File: src/rtl/uart_apb_ctrl.sv
// APB register block for the UART: divisor, CTRL/STATUS, FIFO strobes,
// TX start scheduling and a level interrupt.
module uart_apb_ctrl #(
    parameter int D_W     = 8,
    parameter int DIV_W   = 16,
    parameter int APB_AW  = 8,
    parameter int DIV_RST = 54
) (
    input  logic              clk,
    input  logic              rst,
    input  logic [APB_AW-1:0] PADDR,
    input  logic              PSEL,
    input  logic              PENABLE,
    input  logic              PWRITE,
    input  logic [D_W-1:0]    PWDATA,
    output logic              PREADY,
    output logic [D_W-1:0]    PRDATA,
    output logic              PSLVERR,
    output logic [DIV_W-1:0]  divxr,
    output logic              tx_wr_en,
    output logic [D_W-1:0]    tx_wdata,
    input  logic              tx_full,
    input  logic              tx_empty,
    output logic              rx_rd_en,
    input  logic [D_W-1:0]    rx_rdata,
    input  logic              rx_full,
    input  logic              rx_empty,
    output logic              tx_start,
    input  logic              tx_done,
    output logic              irq
);

    localparam logic [2*D_W-1:0] DIV_INIT = (2*D_W)'(DIV_RST);

    localparam logic [APB_AW-1:0] A_CTRL = APB_AW'(0);
    localparam logic [APB_AW-1:0] A_DLO  = APB_AW'(1);
    localparam logic [APB_AW-1:0] A_DHI  = APB_AW'(2);
    localparam logic [APB_AW-1:0] A_TXD  = APB_AW'(3);
    localparam logic [APB_AW-1:0] A_RXD  = APB_AW'(4);
    localparam logic [APB_AW-1:0] A_STAT = APB_AW'(5);

    typedef enum logic [1:0] {IDLE, ACT, RESP} state_t;

    state_t state, state_nx;

    logic [APB_AW-1:0] addr_q;
    logic              wr_q;
    logic [D_W-1:0]    wdata_q;
    logic [2:0]        ctrl_q;
    logic [D_W-1:0]    lo_q, hi_q;
    logic [D_W-1:0]    rdata_q;
    logic              err_q, pop_q, commit_q;
    logic              tx_busy;

    logic              go;
    logic              err_c, push_c, pop_c;
    logic              wr_ctrl, wr_lo, wr_hi;
    logic [D_W-1:0]    rdata_c;
    logic [2*D_W-1:0]  div_full;
    logic [DIV_W-1:0]  div_c;
    logic              start_c;

    assign div_full = {hi_q, lo_q};
    assign div_c    = div_full[DIV_W-1:0];

    // APB state register
    always_ff @(posedge clk) begin
        if (rst) state <= IDLE;
        else     state <= state_nx;
    end

    // APB next state; the access is committed only in a valid ACT cycle
    always_comb begin
        state_nx = state;
        go       = 1'b0;
        unique case (state)
            IDLE: if (PSEL && !PENABLE) state_nx = ACT;
            ACT: begin
                if (PSEL && PENABLE) begin
                    go       = 1'b1;
                    state_nx = RESP;
                end else begin
                    state_nx = IDLE;
                end
            end
            RESP:    state_nx = IDLE;
            default: state_nx = IDLE;
        endcase
    end

    // Register decode for the latched access
    always_comb begin
        err_c   = 1'b0;
        push_c  = 1'b0;
        pop_c   = 1'b0;
        wr_ctrl = 1'b0;
        wr_lo   = 1'b0;
        wr_hi   = 1'b0;
        rdata_c = '0;
        case (addr_q)
            A_CTRL: if (wr_q) wr_ctrl = 1'b1; else rdata_c = D_W'(ctrl_q);
            A_DLO:  if (wr_q) wr_lo = 1'b1;   else rdata_c = lo_q;
            A_DHI:  if (wr_q) wr_hi = 1'b1;   else rdata_c = hi_q;
            A_TXD:  if (!wr_q || tx_full) err_c = 1'b1; else push_c = 1'b1;
            A_RXD:  if (wr_q || rx_empty) err_c = 1'b1; else pop_c = 1'b1;
            A_STAT: begin
                if (wr_q) err_c = 1'b1;
                else rdata_c = D_W'({tx_busy, rx_full, rx_empty,
                                     tx_full, tx_empty});
            end
            default: err_c = 1'b1;
        endcase
    end

    // FIFO strobes fire in ACT only; a reset in that cycle suppresses them
    assign tx_wr_en = go & push_c & ~rst;
    assign rx_rd_en = go & pop_c & ~rst;
    assign tx_wdata = wdata_q;

    // Response is visible only while PREADY; popped data comes straight
    // from the FIFO output that settles the cycle after the pop
    assign PREADY  = (state == RESP);
    assign PRDATA  = PREADY ? (pop_q ? rx_rdata : rdata_q) : '0;
    assign PSLVERR = PREADY & err_q;

    // Access latch, register writes and divisor commit
    always_ff @(posedge clk) begin
        if (rst) begin
            addr_q   <= '0;
            wr_q     <= 1'b0;
            wdata_q  <= '0;
            ctrl_q   <= '0;
            lo_q     <= DIV_INIT[D_W-1:0];
            hi_q     <= DIV_INIT[2*D_W-1:D_W];
            divxr    <= DIV_W'(DIV_RST);
            rdata_q  <= '0;
            err_q    <= 1'b0;
            pop_q    <= 1'b0;
            commit_q <= 1'b0;
        end else begin
            if (state == IDLE && PSEL && !PENABLE) begin
                addr_q  <= PADDR;
                wr_q    <= PWRITE;
                wdata_q <= PWDATA;
            end
            if (go) begin
                rdata_q  <= rdata_c;
                err_q    <= err_c;
                pop_q    <= pop_c;
                commit_q <= wr_hi;
                if (wr_ctrl) ctrl_q <= wdata_q[2:0];
                if (wr_lo)   lo_q   <= wdata_q;
                if (wr_hi)   hi_q   <= wdata_q;
            end
            if (state == RESP && commit_q)
                divxr <= (div_c == '0) ? DIV_W'(1) : div_c;
        end
    end

    // A frame-done clear wins; the next start waits one cycle
    assign start_c = ctrl_q[0] & ~tx_empty & ~tx_busy & ~tx_start & ~tx_done;

    // TX start pulse and busy tracking
    always_ff @(posedge clk) begin
        if (rst) begin
            tx_start <= 1'b0;
            tx_busy  <= 1'b0;
        end else begin
            tx_start <= start_c;
            if (tx_done)      tx_busy <= 1'b0;
            else if (start_c) tx_busy <= 1'b1;
        end
    end

    // Level interrupt
    always_ff @(posedge clk) begin
        if (rst) irq <= 1'b0;
        else     irq <= (ctrl_q[1] & ~rx_empty) |
                        (ctrl_q[2] & tx_empty & ~tx_busy);
    end

endmodule
File: config.mk
export PLATFORM = sky130hd
export DESIGN_NAME = uart_apb_ctrl
export DESIGN_NICKNAME = d
export VERILOG_FILES = /design/src/rtl/uart_apb_ctrl.sv
export SDC_FILE = /design/constraint.sdc
export NUM_CORES = 1
export LEC_CHECK = 0
export ABC_AREA = 1
export ABC_CLOCK_PERIOD_IN_PS = 2800
export BUFFER_PORTS_ARGS = -buffer_cell sky130_fd_sc_hd__buf_2
export CAP_MARGIN = 0
export CORE_MARGIN = 3
export CORE_UTILIZATION = 35
export DETAILED_ROUTE_END_ITERATION = 16
export GPL_TIMING_DRIVEN = 0
export SLEW_MARGIN = 30
export SYNTH_ARGS = -nofsm -noshare
export SYNTH_HDL_FRONTEND = slang
export SYNTH_SLANG_ARGS = --single-unit
export TNS_END_PERCENT = 10
File: constraint.sdc
create_clock -name clk -period 2.8 [get_ports clk]
set_input_delay 0 -clock clk [delete_from_list [all_inputs] [get_ports clk]]
set_output_delay 0 -clock clk [all_outputs]
set_load 0.005 [all_outputs]
==> metrics.txt <==
status completed; leakage power total ~1.7 nW; Switching Fraction 0.238; Max rail drop VDD approximately 260 µV; DR pass1 iterations 5; kind of critical path flop to output pin; core area 7930 µm²; clock buffer depth 2; largest net degree at the start of global routing 11; Max Fclk 0.589 GHz; Crit-path slowest cell dfxtp_1; Syn Std Cell Area ~2900 µm²; cell area power density 521 nW/µm²; Final Instance Area 3810 µm²; antenna violations before repair 0; Synth Register Bits 68; overflow left after global routing 0; Post-DP Area 3410 µm²; register area share after synthesis 0.465; Buf/Inv on CP 2; path depth of the worst reg2reg path 9; DR vias between 2k and 3k; initial drt markers slightly above 100; unrepaired setup endpoints after global routing false; Syn Nets 432; Clk pwr share 0.401; worst flop-to-flop path endpoint hi_q[4]; Final nets 535; layout cells sized above 1 0.238; max-cap viol count 0; CP Launch Type flop; global-route wire length before repair about 14 mm; EDFF count, synth 0; Final Util 0.481; Slew headroom 0.675; Sink Count 68; average routed wire per standard cell 13.3 µm; Psw 472 µW; worst skew pair latency roughly 340 ps; area of the die 9490 µm²; Worst Path Max Fanout 7; post-CTS sizing 0; synth unique cells 28; Rows 32; Slowest Stage Delay on Critical Path 480 ps; CTS buffer count 9; Mean Syn Cell Area between 7 and 8 µm²; Final setup viols 0; GRT Util Overall 0.176; Detailed Place HPWL 6.04 mm; WP data arrival 1700 ps; Pint around 1.5 mW; number of port buffers 71; final hold vios 0; final setup margin 1100 ps; Final period util 0.607; FFs w/ async S/R, synth 0; Crit. Startpoint wr_q; setup TNS 0 ps; YS warnings 0; ANT nets after route 0; Placer Congestion 0.909; worst slack at placement 1400 ps; Critical Path End Type output pin; post-CTS setup buffers 0; n_diodes 0; internal reg-to-reg setup slack roughly 1400 ps; final-report max-slew violation count 0; drt total wl 8.05 mm; number of remaining DRC errors 0; Die W about 97 µm; register clock-pin slew on the reported worst setup and hold paths roughly 70 ps; Worst Skew 6.52 ps; CP cell instances inv_1, or2_2, nor4_1, buf_2; Comb power frac 0.094; Main synth FF type dfxtp_1; Synth-to-Final Area Change 30.2%; gate count of the mapped netlist 398; Top delay family on crit path simple AND/OR/NAND/NOR gates; IO Pins 72; Initial Util 0.369; H-tree lvl count 3; Min Clock Period, post-route 1700 ps; Worst EP required 2800 ps; Root Buffer clkbuf_8; DIE HEIGHT 97.4 µm; CP endpoint tx_wr_en; vias per cell 4.88; Worst Max-Slew Pin Slew 488 ps; Hold WC Path Type primary input to flop; Flop pwr share 0.504; vias in the first global route 2,916; instance count on the critical path 4; CTS tree yes; Worst R2R Start addr_q[5]
## area by class of cell
type,count,area [µm²]
Tap cell,102,128
Buffer,18,103
Timing Repair Buffer,92,566
Clock inverter,2,35.0
Multi-Input combinational cell,273,1310
Sequential cell,68,1360
Inverter,39,151
Fill cell,819,4120
Clock buffer,12,155
## through the flow
step / total power [mW] / hold WS, ps / cells
floorplan: 1.12 / 72.8 / 398
global placement: 1.19 / 197 / 571
detailed placement: 1.19 / 202 / 571
CTS: 2.00 / 56.0 / 606
global route: 2.07 / 94.0 / 606
finish: 1.98 / 68.6 / 606
## timing repair
item	4_1_cts	5_1_grt
setup endpoints to repair	0	0
endpoints found under the hold margin	20	0
hold buffers	21	0
## cell families (layout without fill, tap and decap cells)
group                  after synthesis  count (layout)  share of synthesized area
buffers and inverters               57             163                     0.0868
flip-flops                          68              68                      0.465
AND/OR/NAND/NOR                    165             165                      0.252
AO/OA/AOI/OAI                      108             108                      0.196
## flip-flops by register name, summed over array words and instances (netlist names)
register and flops:
irq 1, tx_busy 1, ctrl_q 3, hi_q 8, tx_start 1, rdata_q 8, state 2, err_q 1
lo_q 8, addr_q 8, wr_q 1, divxr 16, commit_q 1, tx_wdata 8, pop_q 1
## tightest hold or removal path: cells and delay by family
kind,cells,cell delay (ps)
buffers and inverters,1,100
AND/OR/NAND/NOR,3,210
AO/OA/AOI/OAI,1,50
## metal layers
metal | vias to the layer above | wire length [µm] | track usage
met1 | 1324 | 3750 | 0.233
li1 | 1514 | - | -
met5 | - | 0 | 0
met4 | 0 | 137 | 0.0703
met3 | 15 | 487 | 0.0273
met2 | 103 | 3680 | 0.287
## synth_stat cells, types with 2 or more instances
cell type  instances  share of area
nand2_2            5          0.011
nand2_1           75          0.096
nand4_1            4         0.0085
o21ai_1            5         0.0085
buf_6              3          0.012
buf_2              7          0.012
nand3_1           22          0.038
nor4_1             5          0.011
clkbuf_1           7         0.0090
nor2_1            41          0.053
nor2_2             3         0.0064
inv_1             29          0.037
o21ai_0           42          0.072
o211ai_2           4          0.017
dfxtp_1           68           0.47
inv_4              2         0.0043
inv_2              5         0.0064
clkinv_1           3         0.0038
nor2_4             2         0.0077
a21oi_1           56          0.096
nor3_1             3         0.0051
## worst min path at each step
stage / start / endpoint / slack (ps) / depth (start not counted)
after floorplan: tx_done / tx_busy / 70 / 1
after global placement: tx_done / tx_start / 200 / 2
after detailed placement: tx_done / tx_start / 200 / 2
after CTS: rx_full / rdata_q[3] / 60 / 5
after global routing: rst / state[1] / 90 / 4
final: rx_full / rdata_q[3] / 70 / 5
## cell usage in the layout, fill, tap and decap left out, drive strengths merged
cell         instances
nand3               22
nand4                5
nor2                46
o211ai               4
buf                 82
o21ai               47
or2                  2
clkbuf              19
nor4                 6
nor3                 3
a211oi               1
inv                 36
dlygate4sd3         21
dfxtp               68
nand2               81
clkinv               4
a21oi               56
bufinv               1
## power by group through the flow
stage / combinational, mW / sequential [mW] / clock [mW]
after floorplan: 0.105 / 1.02 / 0
after global placement: 0.164 / 1.02 / 0
after detailed placement: 0.167 / 1.02 / 0
after CTS: 0.189 / 1.00 / 0.812
after global routing: 0.211 / 1.00 / 0.851
final: 0.187 / 1.00 / 0.796
Power figures use the tool's default switching activity.
